--- src/rtl/bus_controller_if.sv ---
// Bus controller interface: CPU-side request/completion signals plus the memory req/ack port.
// The master modport is the controller's view; the slave modport is the view of whatever
// surrounds it (requester and memory model).
interface bus_controller_if #(
   parameter int unsigned ADDR_W = 32,
   parameter int unsigned DATA_W = 32
);
   logic              BUS_start_transaction;
   logic              BUS_mode;
   logic [ADDR_W-1:0] BUS_addr;
   logic [DATA_W-1:0] BUS_wdata;
   logic [DATA_W-1:0] BUS_rdata;
   logic              BUS_rdata_valid;
   logic              BUS_write_done;
   logic              BUS_err;
   logic              BUS_busy;
   logic              mem_req;
   logic              mem_we;
   logic [ADDR_W-1:0] mem_addr;
   logic [DATA_W-1:0] mem_wdata;
   logic              mem_ack;
   logic [DATA_W-1:0] mem_rdata;

   modport master (
      input  BUS_start_transaction, BUS_mode, BUS_addr, BUS_wdata, mem_ack, mem_rdata,
      output BUS_rdata, BUS_rdata_valid, BUS_write_done, BUS_err, BUS_busy,
      output mem_req, mem_we, mem_addr, mem_wdata
   );

   modport slave (
      output BUS_start_transaction, BUS_mode, BUS_addr, BUS_wdata, mem_ack, mem_rdata,
      input  BUS_rdata, BUS_rdata_valid, BUS_write_done, BUS_err, BUS_busy,
      input  mem_req, mem_we, mem_addr, mem_wdata
   );
endinterface

--- src/rtl/bus_controller.sv ---
// Single-word memory transaction engine: accepts one read/write at a time from the control
// unit, runs a req/ack handshake to memory and returns a one-cycle completion or error pulse.
// Misaligned (non-word) addresses are rejected without touching memory.
// Optional: define BUS_TIMEOUT_EN to abort a request that sees no mem_ack within
// TIMEOUT_CYCLES request cycles (reported as an error pulse).
module bus_controller #(
   parameter int unsigned ADDR_W         = 32,
   parameter int unsigned DATA_W         = 32,
   parameter int unsigned TIMEOUT_CYCLES = 255
) (
   input logic             clk,
   input logic             rst,
   bus_controller_if.master bus
);

   typedef enum logic [1:0] {StIdle, StReq, StDone} state_e;

   state_e            state_q, state_d;
   logic              req_q, req_d;
   logic              we_q, we_d;
   logic [ADDR_W-1:0] addr_q, addr_d;
   logic [DATA_W-1:0] wdata_q, wdata_d;
   logic [DATA_W-1:0] rdata_q, rdata_d;
   logic              rvalid_q, rvalid_d;
   logic              wdone_q, wdone_d;
   logic              err_q, err_d;
   logic              busy_q, busy_d;

`ifdef BUS_TIMEOUT_EN
   // At least 8 bits, wider only if the limit needs it.
   localparam int unsigned TmoW = (TIMEOUT_CYCLES > 255) ? $clog2(TIMEOUT_CYCLES + 1) : 8;
   logic [TmoW-1:0] tmo_q, tmo_d;
   logic            tmo_hit;

   // Limit is reached in the REQ cycle whose count (cycles already waited) is one short.
   assign tmo_hit = (tmo_q == TmoW'(TIMEOUT_CYCLES - 1));
`endif

   // State and registered outputs; synchronous reset aborts any transaction silently.
   always_ff @(posedge clk) begin
      if (rst) begin
         state_q  <= StIdle;
         req_q    <= 1'b0;
         we_q     <= 1'b0;
         addr_q   <= '0;
         wdata_q  <= '0;
         rdata_q  <= '0;
         rvalid_q <= 1'b0;
         wdone_q  <= 1'b0;
         err_q    <= 1'b0;
         busy_q   <= 1'b0;
`ifdef BUS_TIMEOUT_EN
         tmo_q    <= '0;
`endif
      end else begin
         state_q  <= state_d;
         req_q    <= req_d;
         we_q     <= we_d;
         addr_q   <= addr_d;
         wdata_q  <= wdata_d;
         rdata_q  <= rdata_d;
         rvalid_q <= rvalid_d;
         wdone_q  <= wdone_d;
         err_q    <= err_d;
         busy_q   <= busy_d;
`ifdef BUS_TIMEOUT_EN
         tmo_q    <= tmo_d;
`endif
      end
   end

   // Next-state and next-output logic; completion pulses default low so they last one cycle.
   always_comb begin
      state_d  = state_q;
      req_d    = req_q;
      we_d     = we_q;
      addr_d   = addr_q;
      wdata_d  = wdata_q;
      rdata_d  = rdata_q;
      rvalid_d = 1'b0;
      wdone_d  = 1'b0;
      err_d    = 1'b0;
`ifdef BUS_TIMEOUT_EN
      tmo_d    = tmo_q;
`endif

      unique case (state_q)
         StIdle: begin
            if (bus.BUS_start_transaction) begin
               addr_d  = bus.BUS_addr;
               wdata_d = bus.BUS_wdata;
               if (bus.BUS_addr[1:0] != 2'b00) begin
                  // Rejected before memory sees it; mem_we stays low in DONE.
                  state_d = StDone;
                  err_d   = 1'b1;
                  we_d    = 1'b0;
               end else begin
                  state_d = StReq;
                  req_d   = 1'b1;
                  we_d    = bus.BUS_mode;
`ifdef BUS_TIMEOUT_EN
                  tmo_d   = '0;
`endif
               end
            end
         end
         StReq: begin
            if (bus.mem_ack) begin
               state_d = StDone;
               req_d   = 1'b0;
               we_d    = 1'b0;
               if (we_q) begin
                  wdone_d = 1'b1;
               end else begin
                  rdata_d  = bus.mem_rdata;
                  rvalid_d = 1'b1;
               end
`ifdef BUS_TIMEOUT_EN
            end else if (tmo_hit) begin
               state_d = StDone;
               req_d   = 1'b0;
               we_d    = 1'b0;
               err_d   = 1'b1;
            end else begin
               tmo_d = tmo_q + 1'b1;
`endif
            end
         end
         StDone: begin
            state_d = StIdle;
            we_d    = 1'b0;
         end
         default: begin
            state_d = StIdle;
            req_d   = 1'b0;
            we_d    = 1'b0;
         end
      endcase

      busy_d = (state_d != StIdle);
   end

   assign bus.BUS_rdata       = rdata_q;
   assign bus.BUS_rdata_valid = rvalid_q;
   assign bus.BUS_write_done  = wdone_q;
   assign bus.BUS_err         = err_q;
   assign bus.BUS_busy        = busy_q;
   assign bus.mem_req         = req_q;
   assign bus.mem_we          = we_q;
   assign bus.mem_addr        = addr_q;
   assign bus.mem_wdata       = wdata_q;

endmodule
--- src/flat_wrapper.sv ---
// flat-port wrapper written by rule: the top's interface ports become plain ports
module bus_controller_flat 
#(
   parameter int unsigned ADDR_W         = 32,
   parameter int unsigned DATA_W         = 32,
   parameter int unsigned TIMEOUT_CYCLES = 255
)
  (clk, rst, bus_BUS_start_transaction, bus_BUS_mode, bus_BUS_addr, bus_BUS_wdata, bus_mem_ack, bus_mem_rdata, bus_BUS_rdata, bus_BUS_rdata_valid, bus_BUS_write_done, bus_BUS_err, bus_BUS_busy, bus_mem_req, bus_mem_we, bus_mem_addr, bus_mem_wdata);
  bus_controller_if #(.ADDR_W(ADDR_W), .DATA_W(DATA_W)) bus_i ();
  input logic clk;
  input logic rst;
  input wire logic [$bits(bus_i.BUS_start_transaction)-1:0] bus_BUS_start_transaction;
  input wire logic [$bits(bus_i.BUS_mode)-1:0] bus_BUS_mode;
  input wire logic [$bits(bus_i.BUS_addr)-1:0] bus_BUS_addr;
  input wire logic [$bits(bus_i.BUS_wdata)-1:0] bus_BUS_wdata;
  input wire logic [$bits(bus_i.mem_ack)-1:0] bus_mem_ack;
  input wire logic [$bits(bus_i.mem_rdata)-1:0] bus_mem_rdata;
  output wire logic [$bits(bus_i.BUS_rdata)-1:0] bus_BUS_rdata;
  output wire logic [$bits(bus_i.BUS_rdata_valid)-1:0] bus_BUS_rdata_valid;
  output wire logic [$bits(bus_i.BUS_write_done)-1:0] bus_BUS_write_done;
  output wire logic [$bits(bus_i.BUS_err)-1:0] bus_BUS_err;
  output wire logic [$bits(bus_i.BUS_busy)-1:0] bus_BUS_busy;
  output wire logic [$bits(bus_i.mem_req)-1:0] bus_mem_req;
  output wire logic [$bits(bus_i.mem_we)-1:0] bus_mem_we;
  output wire logic [$bits(bus_i.mem_addr)-1:0] bus_mem_addr;
  output wire logic [$bits(bus_i.mem_wdata)-1:0] bus_mem_wdata;
  assign bus_i.BUS_start_transaction = bus_BUS_start_transaction;
  assign bus_i.BUS_mode = bus_BUS_mode;
  assign bus_i.BUS_addr = bus_BUS_addr;
  assign bus_i.BUS_wdata = bus_BUS_wdata;
  assign bus_i.mem_ack = bus_mem_ack;
  assign bus_i.mem_rdata = bus_mem_rdata;
  assign bus_BUS_rdata = bus_i.BUS_rdata;
  assign bus_BUS_rdata_valid = bus_i.BUS_rdata_valid;
  assign bus_BUS_write_done = bus_i.BUS_write_done;
  assign bus_BUS_err = bus_i.BUS_err;
  assign bus_BUS_busy = bus_i.BUS_busy;
  assign bus_mem_req = bus_i.mem_req;
  assign bus_mem_we = bus_i.mem_we;
  assign bus_mem_addr = bus_i.mem_addr;
  assign bus_mem_wdata = bus_i.mem_wdata;
  bus_controller #(.ADDR_W(ADDR_W), .DATA_W(DATA_W), .TIMEOUT_CYCLES(TIMEOUT_CYCLES)) u_core (.clk(clk), .rst(rst), .bus(bus_i));
endmodule
--- config.mk ---
export PLATFORM = sky130hd
export DESIGN_NAME = bus_controller_flat
export DESIGN_NICKNAME = d
export VERILOG_FILES = /design/src/rtl/bus_controller_if.sv /design/src/rtl/bus_controller.sv /design/src/flat_wrapper.sv
export SDC_FILE = /design/constraint.sdc
export NUM_CORES = 1
export LEC_CHECK = 0
export BUFFER_PORTS_ARGS = -buffer_cell sky130_fd_sc_hd__buf_2
export CORE_MARGIN = 5
export CORE_UTILIZATION = 40
export DETAILED_ROUTE_END_ITERATION = 10
export PLACE_DENSITY = 0.76
export SYNTH_ARGS = -nofsm -noshare
export SYNTH_HDL_FRONTEND = slang
export SYNTH_SLANG_ARGS = --single-unit
--- constraint.sdc ---
create_clock -name clk -period 1.29 [get_ports clk]
set_input_delay 0 -clock clk [delete_from_list [all_inputs] [get_ports clk]]
set_output_delay 0 -clock clk [all_outputs]
set_load 0.02 [all_outputs]
# Word-level counts from Yosys, hierarchy flattened
# Index checks and enable logic that the tools add are counted.
[word_totals] output_inout_bits=102 regBits=104 elab_cells=44
[op_classes] bitwise_logic=6 eq_ne=5 n_mux=14 reduce_logical=9
[ops] op="2-to-1 mux 1 bit" n=8
[ops] op="2-to-1 mux 2 bit" n=3
[ops] op="!= test 2 bit (second input constant)" n=3
[ops] op="NOT 1 bit" n=6
[ops] op="OR reduction 3 bit" n=2
[ops] op="case mux 2 bit (2 select lines)" n=1
[ops] op="AND reduction 2 bit" n=2
[ops] op="AND reduction 4 bit" n=1
[ops] op="nonzero test 2 bit" n=2
[ops] op="case mux 1 bit (3 select lines)" n=1
[ops] op="AND reduction 3 bit" n=1
[ops] op="equality test 2 x 1 -> 1 bit (second input constant)" n=1
[ops] op="equality test 2 bit (second input constant)" n=1
[ops] op="logical NOT 2 bit" n=1
[ops] op="case mux 1 bit (2 select lines)" n=1

# Longest topological paths before layout
# Gate-level depths: netlist of the first run.
[logic_depth] depth_word=5 depth_mapped=6 mapped_depth_nobuf=3

# Worst setup path before layout of the first run
# Ideal clock, no wire load.
[synth_path] path_type="reg-to-reg" start="reg u_core.state_q[0]" end="reg u_core.addr_q[0] (netlist: u_core.bus.mem_addr[0])" arrival_ps=1197 path_slack_ps=-40 path_buffers=3 period_less_slack_ps=1330 path_stages_with_launch=7 setup_time_ps=132 path_cell_list="dfxtp_1 -> buf_2 -> or3b_4 -> buf_6 -> buf_6 -> nand2_1 -> a21oi_1"
[synth_via] elab_chain_len=2
[synth_rtl] element="start: declaration" line="bus_controller.sv:18" source="state_e state_q, state_d;"
[synth_rtl] element="start signal: assignment" line="bus_controller.sv:42" source="state_q <= StIdle;"
[synth_rtl] element="start signal: assignment" line="bus_controller.sv:56" source="state_q <= state_d;"
[synth_rtl] element="logical NOT 2 bit" line="bus_controller.sv:87" source="unique case (state_q)"
[synth_rtl] element="AND reduction 2 bit (no line)"
[synth_rtl] element="end signal: assignment" line="bus_controller.sv:59" source="addr_q <= addr_d;"
[synth_rtl] element="end: declaration" line="bus_controller.sv:21" source="logic [ADDR_W-1:0] addr_q, addr_d;"
# No other way between the ends.
# A chain may end at the register's enable or synchronous reset.

# Final worst setup path of the first run
[layout_path] start="reg u_core.state_q[0]" end="reg u_core.rdata_q[13] (netlist: u_core.bus.BUS_rdata[13])"
[layout_via] elab_chain_len=2
[layout_rtl] element="equality test 2 x 1 -> 1 bit" line="bus_controller.sv:87"
[layout_rtl] element="AND reduction 3 bit (no line)"
[layout_rtl] element="end signal: assignment" line="bus_controller.sv:61" source="rdata_q <= rdata_d;"
[layout_rtl] element="end: declaration" line="bus_controller.sv:23" source="logic [DATA_W-1:0] rdata_q, rdata_d;"
# No other way between the ends.

==> results of run 1 <==
## synth_stat cells
cell type | number | area share
clkbuf_1 | 12 | 0.012
nor3_1 | 5 | 0.0068
nand2_1 | 193 | 0.20
a211oi_1 | 2 | 0.0041
nand4bb_1 | 1 | 0.0031
nor4bb_1 | 1 | 0.0027
dfxtp_1 | 104 | 0.57
nor3b_1 | 1 | 0.0020
buf_4 | 6 | 0.012
or3b_4 | 1 | 0.0031
nand3_1 | 1 | 0.0014
nor2b_1 | 2 | 0.0034
nor2_1 | 3 | 0.0031
buf_1 | 1 | 0.0010
mux2_2 | 1 | 0.0031
buf_2 | 8 | 0.011
nand3b_1 | 1 | 0.0020
o21a_1 | 1 | 0.0020
nor4b_1 | 1 | 0.0024
buf_6 | 9 | 0.028
a21oi_1 | 98 | 0.13
o21ai_0 | 1 | 0.0014
## per-layer routing
metal | wire, um | share of wire | global-route usage
met5 | 0 | 0 | 0
met1 | 5340 | 0.38 | 0.238
met3 | 1030 | 0.073 | 0.0631
met2 | 7360 | 0.52 | 0.399
met4 | 437 | 0.031 | 0.0860
## cell type report
type                            count  area [um^2]
Fill cell                         632         2660
Multi-Input combinational cell    313         1630
Clock inverter                      6         73.8
Sequential cell                   104         2090
Timing Repair Buffer              323         2380
Clock buffer                       10          138
Tap cell                          111          139
## what timing repair did
| action | CTS | global route |
|---|---|---|
| endpoints found under the setup margin | 59 | 81 |
| hold buffers | 100 | 0 |
| resized for setup | 2 | 72 |
| endpoints found under the hold margin | 102 | 0 |
| gates cloned | 0 | 7 |
| pin swaps | 0 | 29 |
| buffers inserted | 0 | 1 |
## flip-flops by register name (all words and copies together), names as in the netlist
name                        flops
u_core.state_q                  2
u_core.bus.mem_req              1
u_core.bus.BUS_err              1
u_core.bus.BUS_rdata           32
u_core.bus.mem_we               1
u_core.bus.BUS_write_done       1
u_core.bus.BUS_busy             1
u_core.bus.BUS_rdata_valid      1
u_core.bus.mem_wdata           32
u_core.bus.mem_addr            32
## report_power, final
group          internal, mW  switching (mW)  total [mW]
Sequential             3.36          0.0890        3.45
Combinational         0.647           0.711        1.36
Clock                 0.978            1.14        2.12
## worst paths after layout
check	end	slack [ns]	start	cells past startpoint
worst min register to register	u_core.bus.mem_addr[2]	0.46	u_core.bus.mem_addr[2]	2
worst max-delay path	u_core.bus.BUS_rdata[13]	-0.05	u_core.state_q[0]	6
worst min-delay path	u_core.bus.mem_addr[8]	0.42	bus_BUS_addr[8]	4
worst max register to register	u_core.bus.BUS_rdata[13]	-0.05	u_core.state_q[0]	6
## through the flow
step	area (um^2)	hold WS [ns]	total power [mW]	TNS, ns
global route	6450	0.411	7.24	-5.81
detailed placement	4800	0.246	4.46	-0.780
global placement	4800	0.240	4.43	0
finish	6450	0.422	6.92	-1.20
floorplan	3690	0.136	4.06	-0.867
CTS	6020	0.387	6.82	0
## logic make-up (layout without fill, tap and decap cells)
group	Yosys count	in the layout	share of synthesized area
muxes	1	1	0.00306
and+or+nand+nor	210	210	0.227
buffers and inverters	36	339	0.0639
AOI/OAI and AO/OA	102	102	0.141
DFF	104	104	0.566
## critical path: cells and delay by family, from the launching register on
family	cells	cell delay, ns
buf+inv	3	0.42
flops	1	0.40
simple gates	2	0.29
compound gates	1	0.16
==> impl_results.md, run 1 <==
* Core region area at 9110 um^2
* Max incr delay on CP at 0.40 ns
* Die width at 106 um
* Netlist cell types at 22
* Peak VDD IR at 0.000689 V
* First-pass GRT wire length at 20.1 mm
* Cell count after placement at 743
* Final Hold Viols at 0
* Crit path required time at 1.57 ns
* Worst setup margin at -0.0513 ns
* Maximum root-to-sink buffer count at 2
* PD cells at 1070 nW/um^2
* # IOs at 203
* Starting DRT DRC Count at 255
* Vias in the first global route at 4124
* GP Congestion at 0.801
* Clk sink count at 104
* I/O Buffers at 202
* Least-Margin Pin Slew at 0.306 ns
* CP max-delay cell: dfxtp_4
* RSZ-0062 raised after global routing: true
* Die height at 106 um
* Most common cell after layout, fill and taps aside: buf_2
* Worst EP arrival at 1.62 ns
* H-tree levels at 3
* Fmax at 746 MHz
* Yosys warnings at 0
* CTS Buf Count at 9
* Setup crit end kind: register
* Commonest non-fill, non-tap cells in the layout: buf_2, nand2_1, dfxtp_1
* Later-pin clock latency in the skew report at 0.36 ns
* Clk slew on worst S/H paths at 0.10 ns
* Syn_area_per_cell at 8.13 um^2
* Row cnt at 35
* Mapped cell area at 3680 um^2
* Starting Density at 0.404
* Min cycle time layout at 1.34 ns
* CTS tree: built
* Pre-CTS WS at -0.0487 ns
* Pin count of the biggest net entering global routing at 46
* Crit path top cell by count: buf_6
* Max_cap viols at 0
* Synth Net Count at 554
* Syn Inst Count at 453
* Syn-to-layout area delta at 75.1%
* HP Class: in2reg
* Final cycle utilization of the critical path at 1.04
* Final ANT Viol Nets at 0
* Detailed Routing Iterations Pass 1 at 5
* Fin nets at 852
* DP HPWL at 7.45 mm
* Vias post-DR at 4289
* # setup viols final at 73
* Failing checks: setup timing
* Headroom to the max-slew limit at 0.793
* # diodes at 0
* Status: complete, but fails checks
* Fraction of layout cells with a size suffix above 1 at 0.392
* Grt ovf at 0
* Clk root buf: clkbuf_8
* Max-slew violation count at 0
* Residual DRC at 0
* Worst Setup Start Kind: register
* Initial antenna violation count at 0
* Total track usage at 0.219
* Die area at 11200 um^2
* Drt wl/cell at 16.3 um
* Vias per inst at 4.95
* Leakage Power at 3.00 nW
* Sequential element share of the synthesized area at 0.566
* CP max FO at 8
* Final wirelength at 14.2 mm
* Final cell count without fillers at 867
* Clock skew at 0.0166 ns
* Synth Register Bits at 104
* Worst-path cell chain: buf_6 > nor4bb_4 > buf_6 > buf_12 > nand2_1 > a21oi_2
* Critical path type: reg2reg
* Util after Layout at 0.708
Note: power is estimated with default switching activity, not from simulation.
==> run 2: changes to the inputs <==
--- a/config.mk
+++ b/config.mk
@@ -6,8 +6,10 @@
 export NUM_CORES = 1
 export LEC_CHECK = 0
 export BUFFER_PORTS_ARGS = -buffer_cell sky130_fd_sc_hd__buf_2
+export CORE_ASPECT_RATIO = 0.5
 export CORE_MARGIN = 5
 export CORE_UTILIZATION = 40
+export CTS_CLUSTER_SIZE = 14
 export DETAILED_ROUTE_END_ITERATION = 10
 export PLACE_DENSITY = 0.76
 export SYNTH_ARGS = -nofsm -noshare
==> run 2 against run 1 <==
  * The flow still finishes with violations (setup timing)
  * Sequential power about the same
  * Clock power grew 38%
  * Global-route usage fell by 0.48 points
  * Register-to-register slack lost 0.03 ns
  * Count of clock-buffer cells in the layout stayed put
==> impl_results.md, run 2 (same netlist as run 1, synthesis figures left out) <==
* Starting DRT DRC Count at 379
* Max_cap viols at 0
* H-tree levels at 3
* Die width at 146 um
* # setup viols final at 53
* Fillers at 564
* Clk sink count at 104
* First-pass GRT wire length at 19.9 mm
* Residual DRC at 0
* Row cnt at 24
* Most common cell after layout, fill and taps aside: buf_2
* Vias post-DR at 4370
* Final Hold Viols at 0
* Setup crit end kind: register
* Drt wl/cell at 16.9 um
* GP Congestion at 0.782
* Die area at 11300 um^2
* Commonest non-fill, non-tap cells in the layout: buf_2, nand2_1, dfxtp_1
* Maximum root-to-sink buffer count at 2
* Total Power at 7.76 mW
* CTS Buf Count at 9
* Max-slew violation count at 0
* Fmax at 728 MHz
* PD cells at 1190 nW/um^2
* Final wirelength at 14.7 mm
* Worst Setup Start Kind: register
* R2R Path Start: u_core.state_q[0]
* Status: complete, but fails checks
* Detailed Routing Iterations Pass 1 at 6
* Pin count of the biggest net entering global routing at 50
* Min cycle time layout at 1.37 ns
* Headroom to the max-slew limit at 0.599
* Failing checks: setup timing
* RSZ-0062 raised after global routing: true
* Starting Density at 0.417
* Fraction of layout cells with a size suffix above 1 at 0.376
* # diodes at 0
* Later-pin clock latency in the skew report at 0.34 ns
* Worst EP arrival at 1.65 ns
* Clk root buf: clkbuf_16
* Final TNS setup at -1.76 ns
* Final cycle utilization of the critical path at 1.07
* Critical Path Sink: u_core.bus.mem_wdata[28]
* Vias in the first global route at 4015
* Clk slew on worst S/H paths at 0.07 ns
* Crit path from: u_core.state_q[0]
* Vias per inst at 5.01
* Die height at 77.8 um
* Clock skew at 0.00645 ns
* Reg-to-reg endpoint: u_core.bus.mem_wdata[28]
* Leakage Power at 2.99 nW
* Syn-to-layout area delta at 76.6%
* Core region area at 8830 um^2
* DP HPWL at 7.20 mm
* I/O Buffers at 202
* R2R cell count at 6
* Hold path start: rst
* CTS tree: built
* Peak VDD IR at 0.000836 V
* Fin nets at 853
* Worst setup margin at -0.0842 ns
* Grt ovf at 0
* HP Class: in2reg
* Crit path required time at 1.56 ns
* R2r setup slk at -0.08 ns
* Total track usage at 0.214
* CP max FO at 6
* Critical path type: reg2reg
* Util after Layout at 0.737
* Fin Hold WS at 0.160 ns
* Initial antenna violation count at 0
* Least-Margin Pin Slew at 0.602 ns
* # IOs at 203
* Final ANT Viol Nets at 0
## run 2: changes by cell type in the layout (fill, tap and decap cells not counted), sizes merged
cell          previous run  this run
dlygate4sd3            100        99
clkinvlp                 2         1
bufinv                   1         2
clkbuf                  16        15
dlymetal6s2s             0         1
buf                    217       219
inv                      3         0
clkinv                   0         2
## run 2: routing by layer
| layer | vias up | track usage | share of wire |
|---|---|---|---|
| met5 | - | 0 | 0 |
| met4 | 0 | 0.0838 | 0.043 |
| met3 | 50 | 0.0576 | 0.066 |
| met2 | 240 | 0.414 | 0.53 |
| met1 | 2031 | 0.222 | 0.36 |
| li1 | 2049 | - | - |
## run 2: power breakdown
group / switching [mW] / internal (mW)
clock network: 1.19 / 1.74
logic: 0.732 / 0.650
registers: 0.0831 / 3.36
## run 2: layout make-up
| cell class | count | area [um^2] | area share |
|---|---|---|---|
| multi-input cells | 313 | 1550 | 0.238 |
| clock buffers | 10 | 239 | 0.0368 |
| clock inverters | 5 | 81.3 | 0.0125 |
| repair buffers | 324 | 2400 | 0.369 |
| well taps | 117 | 146 | 0.0225 |
| flip-flops and latches | 104 | 2080 | 0.321 |
## run 2: repair_timing
item / in CTS / in global routing
hold endpoints to repair: 100 / 0
cloned: 0 / 6
pin swaps: 0 / 15
setup buffers: 0 / 3
hold buffers: 99 / 0
endpoints found under the setup margin: 20 / 85
resized for setup: 5 / 50
## run 2: stage by stage
| step | instances | cell area [um^2] | setup slack (ns) |
|---|---|---|---|
| finish | 873 | 6500 | -0.0842 |
| global route | 873 | 6500 | -0.145 |
| detailed placement | 750 | 4830 | -0.0224 |
| CTS | 864 | 6160 | 0.0184 |
| global placement | 750 | 4830 | 0.0189 |
| floorplan | 453 | 3690 | -0.0176 |
## run 2: worst min-delay path by stage
stage                          endpoint  slack, ns  cells past startpoint
6_report       u_core.bus.mem_wdata[29]       0.16                      2
5_1_grt        u_core.bus.mem_wdata[29]       0.18                      2
4_1_cts         u_core.bus.mem_addr[24]       0.13                      2
3_5_place_dp    u_core.bus.mem_addr[27]       0.25                      3
3_3_place_gp    u_core.bus.mem_addr[22]       0.24                      3
2_1_floorplan    u_core.bus.mem_addr[0]       0.14                      2
## run 2: worst max-delay path, cell delays in order (launching register included)
cell and delay [ns]:
dfxtp_2 0.34, buf_12 0.13, nor3b_4 0.27, buf_6 0.19, buf_4 0.14, nand2_1 0.09
a21oi_2 0.13
